===== src/rtl/nios_v1_stream_ram_writer_if.sv =====
// rtl/nios_v1_stream_ram_writer_if.sv - stream sink and on-chip memory write port bundle
interface nios_v1_stream_ram_writer_if;
    logic        snk_valid;
    logic        snk_ready;
    logic [31:0] snk_data;
    logic        snk_sop;
    logic        snk_eop;
    logic [12:0] mem_address;
    logic [3:0]  mem_byteenable;
    logic        mem_chipselect;
    logic        mem_write;
    logic [31:0] mem_writedata;
    logic        mem_clken;

    modport master (
        output snk_valid, snk_data, snk_sop, snk_eop,
        input  snk_ready,
        input  mem_address, mem_byteenable, mem_chipselect, mem_write, mem_writedata, mem_clken
    );

    modport slave (
        input  snk_valid, snk_data, snk_sop, snk_eop,
        output snk_ready,
        output mem_address, mem_byteenable, mem_chipselect, mem_write, mem_writedata, mem_clken
    );
endinterface


===== src/rtl/nios_v1_stream_ram_writer.sv =====
// rtl/nios_v1_stream_ram_writer.sv - captures one stream packet into on-chip memory
// Define STREAM_RAM_WRITER_WRAP_EN to wrap the write pointer instead of stopping when full.
module nios_v1_stream_ram_writer #(
    parameter int BASE_ADDR = 0,
    parameter int DEPTH     = 5120
) (
    input  logic                          clk,
    input  logic                          reset_n,
    input  logic                          start,
    input  logic                          stop,
    nios_v1_stream_ram_writer_if.slave    bus,
    output logic [12:0]                   words_written,
    output logic                          busy,
    output logic                          done,
    output logic                          truncated
);

    localparam logic [12:0] BASE_A   = 13'(BASE_ADDR);
    localparam logic [12:0] DEPTH_W  = 13'(DEPTH);
    localparam logic [12:0] LAST_PTR = 13'(DEPTH - 1);

    typedef enum logic [1:0] {IDLE, ARMED, CAPTURE, DONE} state_t;

    state_t      state;
    logic [12:0] wr_ptr;
    logic        accept;
    logic        store;
    logic        at_last;
    logic        fill_end;
    logic        finish;

    assign bus.mem_clken = 1'b1;

    // snk_ready is only ever high in ARMED/CAPTURE, so accept already implies one of them.
    always_comb begin
        accept  = bus.snk_valid && bus.snk_ready;
        store   = accept && ((state == CAPTURE) || (state == ARMED && bus.snk_sop));
        at_last = (wr_ptr == LAST_PTR);
`ifdef STREAM_RAM_WRITER_WRAP_EN
        fill_end = 1'b0;
`else
        fill_end = at_last;
`endif
        finish  = store && (bus.snk_eop || fill_end);
    end

    always_ff @(posedge clk or negedge reset_n) begin
        if (!reset_n) begin
            state              <= IDLE;
            wr_ptr             <= '0;
            words_written      <= '0;
            busy               <= 1'b0;
            done               <= 1'b0;
            truncated          <= 1'b0;
            bus.snk_ready      <= 1'b0;
            bus.mem_chipselect <= 1'b0;
            bus.mem_write      <= 1'b0;
            bus.mem_address    <= '0;
            bus.mem_writedata  <= '0;
            bus.mem_byteenable <= '0;
        end else begin
            bus.mem_chipselect <= store;
            bus.mem_write      <= store;
            bus.mem_byteenable <= store ? 4'hF : 4'h0;
            if (store) begin
                bus.mem_address   <= BASE_A + wr_ptr;
                bus.mem_writedata <= bus.snk_data;
            end
            done <= 1'b0;

            case (state)
                IDLE: begin
                    if (start && !stop) begin
                        state         <= ARMED;
                        bus.snk_ready <= 1'b1;
                        busy          <= 1'b1;
                        wr_ptr        <= '0;
                        words_written <= '0;
                        truncated     <= 1'b0;
                    end
                end
                ARMED, CAPTURE: begin
                    if (store) begin
                        words_written <= (words_written == DEPTH_W) ? DEPTH_W
                                                                    : words_written + 13'd1;
                        // An eop landing on the last slot is a complete packet, not a truncation.
                        if (at_last && !bus.snk_eop)
                            truncated <= 1'b1;
`ifdef STREAM_RAM_WRITER_WRAP_EN
                        wr_ptr <= at_last ? 13'd0 : wr_ptr + 13'd1;
`else
                        wr_ptr <= wr_ptr + 13'd1;
`endif
                    end
                    if (stop || finish) begin
                        state         <= DONE;
                        bus.snk_ready <= 1'b0;
                        busy          <= 1'b0;
                        done          <= 1'b1;
                    end else if (store) begin
                        state <= CAPTURE;
                    end
                end
                DONE: begin
                    state <= IDLE;
                end
                default: begin
                    state         <= IDLE;
                    bus.snk_ready <= 1'b0;
                    busy          <= 1'b0;
                end
            endcase
        end
    end

endmodule


===== src/flat_wrapper.sv =====
// flat-port wrapper written by rule: the top's interface ports become plain ports
module nios_v1_stream_ram_writer_flat 
#(
    parameter int BASE_ADDR = 0,
    parameter int DEPTH     = 5120
)
  (clk, reset_n, start, stop, words_written, busy, done, truncated, bus_snk_valid, bus_snk_data, bus_snk_sop, bus_snk_eop, bus_snk_ready, bus_mem_address, bus_mem_byteenable, bus_mem_chipselect, bus_mem_write, bus_mem_writedata, bus_mem_clken);
  nios_v1_stream_ram_writer_if bus_i ();
  input  logic clk;
  input  logic reset_n;
  input  logic start;
  input  logic stop;
  output logic [12:0] words_written;
  output logic busy;
  output logic done;
  output logic truncated;
  input wire logic [$bits(bus_i.snk_valid)-1:0] bus_snk_valid;
  input wire logic [$bits(bus_i.snk_data)-1:0] bus_snk_data;
  input wire logic [$bits(bus_i.snk_sop)-1:0] bus_snk_sop;
  input wire logic [$bits(bus_i.snk_eop)-1:0] bus_snk_eop;
  output wire logic [$bits(bus_i.snk_ready)-1:0] bus_snk_ready;
  output wire logic [$bits(bus_i.mem_address)-1:0] bus_mem_address;
  output wire logic [$bits(bus_i.mem_byteenable)-1:0] bus_mem_byteenable;
  output wire logic [$bits(bus_i.mem_chipselect)-1:0] bus_mem_chipselect;
  output wire logic [$bits(bus_i.mem_write)-1:0] bus_mem_write;
  output wire logic [$bits(bus_i.mem_writedata)-1:0] bus_mem_writedata;
  output wire logic [$bits(bus_i.mem_clken)-1:0] bus_mem_clken;
  assign bus_i.snk_valid = bus_snk_valid;
  assign bus_i.snk_data = bus_snk_data;
  assign bus_i.snk_sop = bus_snk_sop;
  assign bus_i.snk_eop = bus_snk_eop;
  assign bus_snk_ready = bus_i.snk_ready;
  assign bus_mem_address = bus_i.mem_address;
  assign bus_mem_byteenable = bus_i.mem_byteenable;
  assign bus_mem_chipselect = bus_i.mem_chipselect;
  assign bus_mem_write = bus_i.mem_write;
  assign bus_mem_writedata = bus_i.mem_writedata;
  assign bus_mem_clken = bus_i.mem_clken;
  nios_v1_stream_ram_writer #(.BASE_ADDR(BASE_ADDR), .DEPTH(DEPTH)) u_core (.clk(clk), .reset_n(reset_n), .start(start), .stop(stop), .bus(bus_i), .words_written(words_written), .busy(busy), .done(done), .truncated(truncated));
endmodule

===== config.mk =====
export PLATFORM = sky130hd
export DESIGN_NAME = nios_v1_stream_ram_writer_flat
export DESIGN_NICKNAME = d
export VERILOG_FILES = /design/src/rtl/nios_v1_stream_ram_writer_if.sv /design/src/rtl/nios_v1_stream_ram_writer.sv /design/src/flat_wrapper.sv
export SDC_FILE = /design/constraint.sdc
export NUM_CORES = 1
export LEC_CHECK = 0
export CAP_MARGIN = 40
export CELL_PAD_IN_SITES_DETAIL_PLACEMENT = 0
export CELL_PAD_IN_SITES_GLOBAL_PLACEMENT = 1
export CORE_MARGIN = 2
export CORE_UTILIZATION = 38
export CTS_BUF_LIST = sky130_fd_sc_hd__clkbuf_16
export DETAILED_ROUTE_END_ITERATION = 16
export GPL_TIMING_DRIVEN = 0
export MAX_ROUTING_LAYER = met4
export PLACE_DENSITY_LB_ADDON = 0.1
export SLEW_MARGIN = 20
export SYNTH_ARGS = -nofsm -noshare
export SYNTH_HDL_FRONTEND = slang
export SYNTH_SLANG_ARGS = --single-unit

===== constraint.sdc =====
create_clock -name clk -period 5.35 [get_ports clk]
set_input_delay 0.8025 -clock clk [delete_from_list [all_inputs] [get_ports clk]]
set_output_delay 0.8025 -clock clk [all_outputs]
set_load 0.005 [all_outputs]

* Word-level counts from Yosys, hierarchy flattened
Index checks and enable logic that the tools add are counted.
Word-level totals: output and inout bits 69, word-level logic and storage cells 60, flip-flop bits (word level) 81
Cells by class: reduce and logical (&&, ||, !) cells 18, equal/unequal tests 10, muxes and demuxes 20, add/subtract/negate cells 2
Operator list (number):
- 13-bit two-way mux | 4
- 13-bit case mux with 2 select lines | 2
- 13-bit by 1-bit adder with 13-bit output, second input constant | 2
- 13-bit equality test, second input constant | 2
- 2-bit by 1-bit != test with 1-bit output, second input constant | 4
- 1-bit two-way mux | 7
- 1-bit logical AND | 6
- 2-bit two-way mux | 3
- 2-bit case mux with 3 select lines | 1
- 3-bit AND reduction | 2
- 2-bit equality test, second input constant | 2
- 4-bit two-way mux | 1
- 1-bit case mux with 2 select lines | 2
- 4-bit AND reduction | 1
- 1-bit logical OR | 3
- 3-bit by 1-bit != test with 1-bit output, second input constant | 1
- 2-bit by 1-bit equality test with 1-bit output, second input constant | 1
- 1-bit logical NOT | 2
- 2-bit logical NOT | 1
- 2-bit AND reduction | 1
- 2-bit nonzero test | 1
- 2-bit OR reduction | 1

* Longest topological paths before layout
Gate-level depths: netlist of the first run.
depth in word-level cells 8, gate-level depth with buffers 9, depth with buffers taken out 7

* Worst setup path after synthesis of the first run
OpenSTA, ideal clock, no wires.
kind input to register, start input port stop, end register u_core.wr_ptr[10], stages 6, setup slack 3.282 ns, data arrival time 1.990 ns, path through nand2b_4 -> buf_6 -> a21o_4 -> buf_6 -> or4_1 -> a21oi_1
Between the ends: longest elaborated chain between the ends 4
Ends and longest elaborated chain:
- start: declaration | RTL line flat_wrapper.sv:12 | input logic stop;
- 1-bit logical NOT | RTL line nios_v1_stream_ram_writer.sv:73 | if (start && !stop) begin
- 1-bit logical AND | RTL line nios_v1_stream_ram_writer.sv:73
- 2-bit by 1-bit != test with 1-bit output (no line)
- 3-bit AND reduction (no line)
- end signal: assignment | RTL line nios_v1_stream_ram_writer.sv:92 | wr_ptr <= wr_ptr + 13'd1;
- end: declaration | RTL line nios_v1_stream_ram_writer.sv:25 | logic [12:0] wr_ptr;
Every way passes these cells. A chain may end at the register's enable or synchronous reset.

* Worst setup path after layout of the first run
start input port bus_snk_valid, end register u_core.words_written[9]
Between the ends: longest elaborated chain between the ends 4
Ends and longest elaborated chain:
- start: declaration | RTL line flat_wrapper.sv:17 | input wire logic [$bits(bus_i.snk_valid)-1:0] bus_snk_valid;
- 1-bit logical AND | RTL line nios_v1_stream_ram_writer.sv:36 | accept = bus.snk_valid && bus.snk_ready;
- 1-bit logical AND | RTL line nios_v1_stream_ram_writer.sv:37 | store = accept && ((state == CAPTURE) || (state == ARMED && bus.snk_sop));
- 2-bit by 1-bit != test with 1-bit output (no line)
- 3-bit AND reduction (no line)
- end signal: assignment | RTL line nios_v1_stream_ram_writer.sv:84 | words_written <= (words_written == DEPTH_W) ? DEPTH_W
- end: declaration | RTL line nios_v1_stream_ram_writer.sv:12 | output logic [12:0] words_written,
Every way passes these cells.

==> results of run 1 <==
[where the power goes]
group	total (mW)	internal [mW]	switching, mW
logic	1.15	0.512	0.640
clock network	0.696	0.454	0.242
registers	0.840	0.739	0.102
[stage by stage]
step	power, mW	hold slack (ns)	cells
5_1_grt	2.89	0.491	669
2_1_floorplan	1.45	0.466	414
4_1_cts	2.72	0.476	669
6_report	2.69	0.460	669
3_5_place_dp	2.02	0.461	654
3_3_place_gp	1.98	0.456	653
[cells by family after synthesis]
kind of cell / share of synthesized area
xor gates and xnor gates: 0.00234
adders and majority gates: 0.0267
and+or+nand+nor: 0.260
DFF: 0.514
buffers and inverters: 0.0538
other: 0.00100
AOI/OAI and AO/OA: 0.126
muxes: 0.0160
[area by class of cell]
type | count | share of cell area
Multi-Input combinational cell | 296 | 0.304
Inverter | 12 | 0.00845
Buffer | 29 | 0.0293
Tap cell | 133 | 0.0312
Clock buffer | 9 | 0.0423
Timing Repair Buffer | 107 | 0.202
Clock inverter | 6 | 0.0211
Sequential cell | 77 | 0.362
[worst min-delay path by stage]
stage	from	endpoint	slack, ns	cells past startpoint
after floorplan	u_core.wr_ptr[12]$_DFFE_PN0P_	u_core.bus.mem_address[12]$_DFFE_PN0P_	0.47	2
after global placement	u_core.bus.mem_address[7]$_DFFE_PN0P_	u_core.bus.mem_address[7]$_DFFE_PN0P_	0.46	2
after detailed placement	u_core.bus.mem_writedata[6]$_DFFE_PN0P_	u_core.bus.mem_writedata[6]$_DFFE_PN0P_	0.46	2
after CTS	reset_n	u_core.bus.mem_writedata[2]$_DFFE_PN0P_	0.48	1
after global routing	u_core.bus.mem_writedata[30]$_DFFE_PN0P_	u_core.bus.mem_writedata[30]$_DFFE_PN0P_	0.49	2
final	reset_n	u_core.bus.mem_writedata[2]$_DFFE_PN0P_	0.46	1
[sequential cells by signal, summed over array words and instances, names as in the netlist]
| signal | count |
|---|---|
| u_core.truncated | 1 |
| u_core.bus.snk_ready | 1 |
| u_core.wr_ptr | 13 |
| u_core.bus.mem_address | 13 |
| u_core.state | 2 |
| u_core.bus.mem_writedata | 32 |
| u_core.bus.mem_byteenable | 1 |
| u_core.done | 1 |
| u_core.words_written | 13 |
[layout by cell type (no fill, tap or decap), types with 2 or more instances in the layout]
cell type | Yosys | layout
nand2_1 | 149 | 149
clkdlybuf4s50_1 | 0 | 105
dfrtp_1 | 77 | 77
o21ai_0 | 13 | 13
inv_1 | 11 | 11
clkbuf_1 | 11 | 11
a21oi_1 | 11 | 11
nand3_1 | 11 | 11
o31ai_1 | 10 | 10
or4_1 | 9 | 9
a22oi_1 | 9 | 9
clkbuf_16 | 0 | 9
nand4_1 | 8 | 8
ha_1 | 8 | 8
buf_4 | 7 | 8
nand2b_1 | 6 | 6
nor4_1 | 6 | 6
mux2i_1 | 6 | 6
and2_1 | 5 | 5
buf_2 | 5 | 5
nor2_1 | 5 | 5
buf_1 | 4 | 4
a211oi_1 | 4 | 4
and4_1 | 3 | 3
a31oi_1 | 3 | 3
o22ai_1 | 3 | 3
nor4b_1 | 3 | 3
bufinv_16 | 0 | 3
and3_1 | 2 | 2
a41oi_1 | 2 | 2
buf_6 | 2 | 2
o41ai_1 | 2 | 2
nand4b_1 | 2 | 2
clkinv_4 | 0 | 2
[layer usage]
metal,track usage,up-vias,share of wire
met1,0.267,1620,0.47
li1,-,1659,-
met5,-,-,0
met4,0.0628,0,0.013
met3,0.0363,10,0.051
met2,0.306,92,0.46
[critical path: cells and delay by family]
family,cells,cell delay (ns)
and+or+nand+nor,2,0.40
AOI/OAI and AO/OA,2,0.38
buffers and inverters,3,1.31
==> results.toml, run 1 <==
[die]
die_width_um = 103
core_area_um2 = 9680
chipHeight_um = 103
ios = 108
num_rows = 36
initial_core_util = 0.387
fp.dieArea_um2 = 10700

[setup_path]
r2r-start = "u_core.state[0]$_DFFE_PN0P_"
crit_start = "bus_snk_valid"
cpMostUsedCell = "clkbuf_1"
path_max_fanout = 10
r2r_end = "u_core.words_written[9]$_DFFE_PN0P_"
startpoint_type = "primary input"
crit_chain = "clkdlybuf4s50_1, and2_1, a21oi_1, clkbuf_1, clkbuf_1, nor2_1, a31oi_1"
crit_type = "primary input to flip-flop"
reg2regPathDepth = 9
critPathMaxStageDelay_ns = 0.47
crit_arrival_ns = 2.89
cp-end-kind = "flip-flop"
setup.worst_path.end = "u_core.words_written[9]$_DFFE_PN0P_"
worstPathRequired_ns = 5.61
rrSetupSlack_ns = 2.76
critPathSlowestCell = "clkbuf_1"

[global_route]
overflow = 0
grt_pass1_vias = 3208
grt_max_degree = 45
grt_use_total = 0.199
antenna_found_initial = 0
grt_pass1_wl_mm = 15.9

[logic_synthesis]
synth_area_leaders = "dfrtp_1, nand2_1, ha_1"
synth.top_cell.area_share = 0.514
syn-num-nets = 461
avgSynthCellArea_um2 = 9.05
synth-async-reset-ratio = 1.00
synthTopCellsByCount = "nand2_1, dfrtp_1, o21ai_0"
synthMostInstantiatedCell = "nand2_1"
ys_warn_count = 0
seq_area_frac_synth = 0.514
ys_ff_latch = 77
syn_area_um2 = 3750
synth_edf_count = 0
yosysTopAreaCell = "dfrtp_1"
ys.flop_type = "dfrtp_1"
synthCells = 414
synth_cell_types = 47

[sta]
min_period_over_period = 0.493
drv_slew = 0
setup_tns_ns = 0
fmax_mhz = 379
setup_violations = 0
slew_headroom = 0.473
setup_ws_ns = 2.71
rsz0062_at_grt = "false"
layout_min_cycle_time_ns = 2.64
tightest_slew_ns = 0.786
hold_viol_final = 0
skew_ns = 0.00623

[clock_tree]
root_buffer = "clkbuf_16"
numCtsBuffers = 9
cts.sinks = 77
cts.reportedPaths.clkPinSlew_ns = 0.06
cts_buffer_depth = 2
ctsResizeCount = 0
cts_tree = "done"
postCtsSetupRepairBufs = 0
htree_levels = 3
postCtsHoldBufs = 0
clk_latency_ns = 0.34

[hold_path]
hp-class = "primary input to asynchronous set/reset pin"

[finish]
finalNetCount = 579
fillers = 928
syn_to_final_growth_pct = 42.3
final_cell_area_um2 = 5330
multi_input_area_um2 = 1620
drive_gt1_frac = 0.0672
regArea_um2 = 1930
n_antenna_cell = 0
utilization = 0.550

[placed_design]
dp_hpwl_mm = 7.01
place.gp.congestion = 0.831
dpl-instance-area_um2 = 4990
port_buffers = 106
pre_cts_ws_ns = 2.41

[power_and_ir_drop]
irDropWorstVdd_mv = 0.249
leakagePower_nw = 2.41
power_density_nw_per_um2 = 505

[routing]
num_vias = 3381
drc_errors = 0
wl_mm = 9.87
ant_nets = 0
routed_via_density = 5.05
wl_per_cell_um = 14.8
first_iter_violations = 116
first_pass_iters = 4

[outcome]
run_status = "finished, final reports clean"

[flow_run]
drv_cap = 0
Power figures use the tool's default switching activity.
==> run 2: changes to the inputs <==
--- a/config.mk
+++ b/config.mk
@@ -9,7 +9,7 @@
 export CELL_PAD_IN_SITES_DETAIL_PLACEMENT = 0
 export CELL_PAD_IN_SITES_GLOBAL_PLACEMENT = 1
 export CORE_MARGIN = 2
-export CORE_UTILIZATION = 38
+export CORE_UTILIZATION = 35
 export CTS_BUF_LIST = sky130_fd_sc_hd__clkbuf_16
 export DETAILED_ROUTE_END_ITERATION = 16
 export GPL_TIMING_DRIVEN = 0
==> constraint.sdc (replaced) <==
create_clock -name clk -period 2.65 [get_ports clk]
set_input_delay 0.3975 -clock clk [delete_from_list [all_inputs] [get_ports clk]]
set_output_delay 0.3975 -clock clk [all_outputs]
set_load 0.005 [all_outputs]
==> results.toml, run 2 (synthesis gave the netlist of run 1 again) <==
[finish]
finalNetCount = 580
largest_reg_flops = 32
instances_no_fill = 674
drive_gt1_frac = 0.0669
final_common_cell = "nand2_1"
n_antenna_cell = 0
final_cell_mix = "nand2_1, clkdlybuf4s50_1, dfrtp_1"
top_register = "u_core.bus.mem_writedata"
fillers = 1009
syn_to_final_growth_pct = 42.2

[setup_path]
crit_type = "flip-flop to flip-flop"
r2r-start = "u_core.state[0]$_DFFE_PN0P_"
critPathSlowestCell = "dfrtp_1"
crit_start = "u_core.state[0]$_DFFE_PN0P_"
cp-end-kind = "flip-flop"
crit_arrival_ns = 2.66
path_max_fanout = 10
critPathMaxStageDelay_ns = 0.43
startpoint_type = "flip-flop"
reg2regPathDepth = 9
worstPathRequired_ns = 2.90
crit_chain = "inv_1, ha_1, buf_2, inv_2, a21oi_1, clkbuf_1, clkbuf_2, nor2_1, a31oi_1"

[die]
die_width_um = 107
fp.dieArea_um2 = 11500
ios = 108
chipHeight_um = 107
core_area_um2 = 10400
initial_core_util = 0.361
num_rows = 37

[placed_design]
place.gp.congestion = 0.812
dp_hpwl_mm = 7.10
place_inst = 657
pre_cts_ws_ns = 0.0543
port_buffers = 106

[sta]
setup_violations = 0
skew_ns = 0.00760
hold_viol_final = 0
setup_tns_ns = 0
hold-worst-slack_ns = 0.471
slew_headroom = 0.489
drv_slew = 0
layout_min_cycle_time_ns = 2.42
setup_ws_ns = 0.233
tightest_slew_ns = 0.762
min_period_over_period = 0.912
rsz0062_at_grt = "false"
fmax_mhz = 414

[global_route]
antenna_found_initial = 0
overflow = 0
grt_max_degree = 55
grt_use_total = 0.182
grt_pass1_wl_mm = 16.1
grt_pass1_vias = 3203

[routing]
num_vias = 3376
first_iter_violations = 120
wl_per_cell_um = 14.7
wl_mm = 9.94
first_pass_iters = 5
routed_via_density = 5.01
drc_errors = 0
ant_nets = 0

[clock_tree]
root_buffer = "clkbuf_16"
postCtsSetupRepairBufs = 0
cts_tree = "done"
cts.reportedPaths.clkPinSlew_ns = 0.06
clk_latency_ns = 0.33
numCtsBuffers = 9
cts_buffer_depth = 2
htree_levels = 3
cts.sinks = 77

[power_and_ir_drop]
irDropWorstVdd_mv = 0.368
power_density_nw_per_um2 = 1000
leakagePower_nw = 2.41
power_mw = 5.34

[hold_path]
min_path_cells = 2
hp-class = "flip-flop to flip-flop"
hp-start = "u_core.bus.mem_writedata[23]$_DFFE_PN0P_"

[outcome]
run_status = "finished, final reports clean"

[flow_run]
drv_cap = 0
run 2: layer usage:
metal	up-vias	GRT usage	wire, um
li1	1665	-	-
met1	1612	0.245	4750
met2	83	0.280	4580
met3	16	0.0266	436
met4	0	0.0659	178
met5	-	-	0
run 2: layout make-up:
cell class	count	area [um^2]	area share
inverters	12	45.0	0.00845
plain buffers	29	158	0.0296
repair buffers	108	1100	0.206
flip-flops and latches	77	1930	0.362
multi-input cells	296	1620	0.304
clock inverters	7	88.8	0.0167
clock buffers	9	225	0.0423
well taps	136	170	0.0319
run 2: what timing repair did:
action,CTS,global route
resized for setup,0,2
hold buffers,1,0
endpoints found under the setup margin,0,11
endpoints found under the hold margin,19,0
run 2: critical path: cells and delay by family, from the launching register on:
family / cells / cell delay [ns]
adder cells (fa/ha/maj): 1 / 0.27
buffers and inverters: 5 / 1.15
AO/OA/AOI/OAI: 2 / 0.38
AND/OR/NAND/NOR: 1 / 0.10
flip-flops: 1 / 0.43
run 2: power breakdown:
part	total [mW]	internal, mW	switching [mW]
sequential	1.70	1.49	0.211
clock	1.30	0.819	0.481
combinational	2.33	1.04	1.29
run 2: path summary, 6_finish.rpt:
kind                                                            endpoint  slack, ns
worst max-delay path                 u_core.words_written[9]$_DFFE_PN0P_       0.23
worst min-delay path            u_core.bus.mem_writedata[23]$_DFFE_PN0P_       0.47
worst max register to register       u_core.words_written[9]$_DFFE_PN0P_       0.23
worst min register to register  u_core.bus.mem_writedata[23]$_DFFE_PN0P_       0.47
max in group asynchronous       u_core.bus.mem_writedata[12]$_DFFE_PN0P_       1.55
min in group asynchronous         u_core.bus.mem_address[11]$_DFFE_PN0P_       0.52
run 2: metrics by stage:
step | util | area (um^2)
after CTS | 0.514 | 5330
final | 0.514 | 5330
after detailed placement | 0.482 | 5000
after floorplan | - | 3750
after global placement | 0.480 | 4980
after global routing | 0.514 | 5330
==> run 3: changes to the inputs <==
--- a/config.mk
+++ b/config.mk
@@ -12,7 +12,7 @@
 export CORE_UTILIZATION = 35
 export CTS_BUF_LIST = sky130_fd_sc_hd__clkbuf_16
 export DETAILED_ROUTE_END_ITERATION = 16
-export GPL_TIMING_DRIVEN = 0
+export GPL_TIMING_DRIVEN = 1
 export MAX_ROUTING_LAYER = met4
 export PLACE_DENSITY_LB_ADDON = 0.1
 export SLEW_MARGIN = 20
==> results.toml, run 3 (synthesis gave the netlist of run 1 again) <==
[routing]
ant_nets = 0
wl_per_cell_um = 14.6
wl_mm = 9.51
num_vias = 3256
first_iter_violations = 166
routed_via_density = 5.01
first_pass_iters = 4
drc_errors = 0

[setup_path]
path_max_fanout = 29
crit_type = "flip-flop to flip-flop"
crit_start = "u_core.state[0]$_DFFE_PN0P_"
reg2regPathDepth = 7
cp_num_buf_inv = 3
crit_arrival_ns = 2.45
startpoint_type = "flip-flop"
r2r-start = "u_core.state[0]$_DFFE_PN0P_"
critPathMaxStageDelay_ns = 0.49
crit_family = "buffers and inverters"
crit_chain = "inv_1, ha_1, inv_2, a21oi_1, buf_4, or4_1, a22oi_1"
worstPathRequired_ns = 2.90
cp-end-kind = "flip-flop"
critPathSlowestCell = "or4_1"
cp_num_cells = 7

[finish]
final_common_cell = "nand2_1"
utilization = 0.499
fillers = 999
final_cell_mix = "nand2_1, clkdlybuf4s50_1, dfrtp_1"
top_register = "u_core.bus.mem_writedata"
drive_gt1_frac = 0.0584
largest_reg_flops = 32
finalNetCount = 556
syn_to_final_growth_pct = 38.0
n_antenna_cell = 0

[clock_tree]
postCtsHoldBufs = 0
cts_tree = "done"
cts.sinks = 77
cts.reportedPaths.clkPinSlew_ns = 0.07
root_buffer = "clkbuf_16"
clk_latency_ns = 0.34
numCtsBuffers = 9
htree_levels = 3
postCtsSetupRepairBufs = 0
ctsResizeCount = 0
cts_buffer_depth = 2

[sta]
setup_violations = 0
skew_ns = 0.0117
setup_tns_ns = 0
fmax_mhz = 456
min_period_over_period = 0.828
slew_headroom = 0.569
tightest_slew_ns = 0.642
layout_min_cycle_time_ns = 2.19
drv_slew = 0
hold-worst-slack_ns = 0.0769
rsz0062_at_grt = "false"
hold_viol_final = 0
setup_ws_ns = 0.455

[global_route]
grt_use_total = 0.175
antenna_found_initial = 0
grt_pass1_vias = 3171
grt_pass1_wl_mm = 15.7
overflow = 0
grt_max_degree = 78

[power_and_ir_drop]
power_mw = 5.08
irDropWorstVdd_mv = 0.476
power_density_nw_per_um2 = 983
leakagePower_nw = 2.32

[placed_design]
pre_cts_ws_ns = 0.389
dp_hpwl_mm = 6.42
place.gp.congestion = 0.815
port_buffers = 106

[die]
ios = 108
num_rows = 37
initial_core_util = 0.361
core_area_um2 = 10400
fp.dieArea_um2 = 11500
die_width_um = 107
chipHeight_um = 107

[outcome]
run_status = "finished, final reports clean"

[hold_path]
hp-class = "primary input to asynchronous set/reset pin"

[flow_run]
drv_cap = 0
[run 3: cell types whose count changed in the layout (fill, tap and decap cells not counted), sizes merged]
cell | before | now
buf | 20 | 8
clkbuf | 20 | 9
bufinv | 2 | 0
clkinv | 2 | 4
dlygate4sd3 | 1 | 0
[run 3: path summary, 6_finish.rpt]
check / to / slack [ns]
worst max-delay path: u_core.words_written[7]$_DFFE_PN0P_ / 0.46
worst min-delay path: u_core.bus.mem_writedata[1]$_DFFE_PN0P_ / 0.08
worst max register to register: u_core.words_written[7]$_DFFE_PN0P_ / 0.46
worst min register to register: u_core.bus.mem_address[3]$_DFFE_PN0P_ / 0.47
max in group asynchronous: u_core.bus.mem_writedata[16]$_DFFE_PN0P_ / 2.24
min in group clk: u_core.bus.mem_address[3]$_DFFE_PN0P_ / 0.47
[run 3: through the flow]
stage | area [um^2] | instances
floorplan | 3750 | 414
global placement | 4890 | 634
detailed placement | 4890 | 634
CTS | 5170 | 650
global route | 5170 | 650
finish | 5170 | 650
[run 3: per-layer routing]
layer / share of wire / vias to the layer above / global-route usage
li1: - / 1619 / -
met3: 0.049 / 6 / 0.0393
met1: 0.47 / 1546 / 0.229
met5: 0 / - / -
met2: 0.47 / 85 / 0.281
met4: 0.0075 / 0 / 0.0375
[run 3: where the power goes]
group,internal (mW),switching [mW]
Sequential,1.49,0.216
Clock,0.647,0.518
Combinational,0.990,1.22
[run 3: final cells by class]
class                           instances  area (um^2)  area share
Clock buffer                            9          225      0.0436
Sequential cell                        77         1930       0.373
Multi-Input combinational cell        296         1620       0.313
Tap cell                              136          170      0.0329
Inverter                               12         45.0     0.00871
Clock inverter                          7         58.8      0.0114
Timing Repair Buffer                  113         1120       0.217
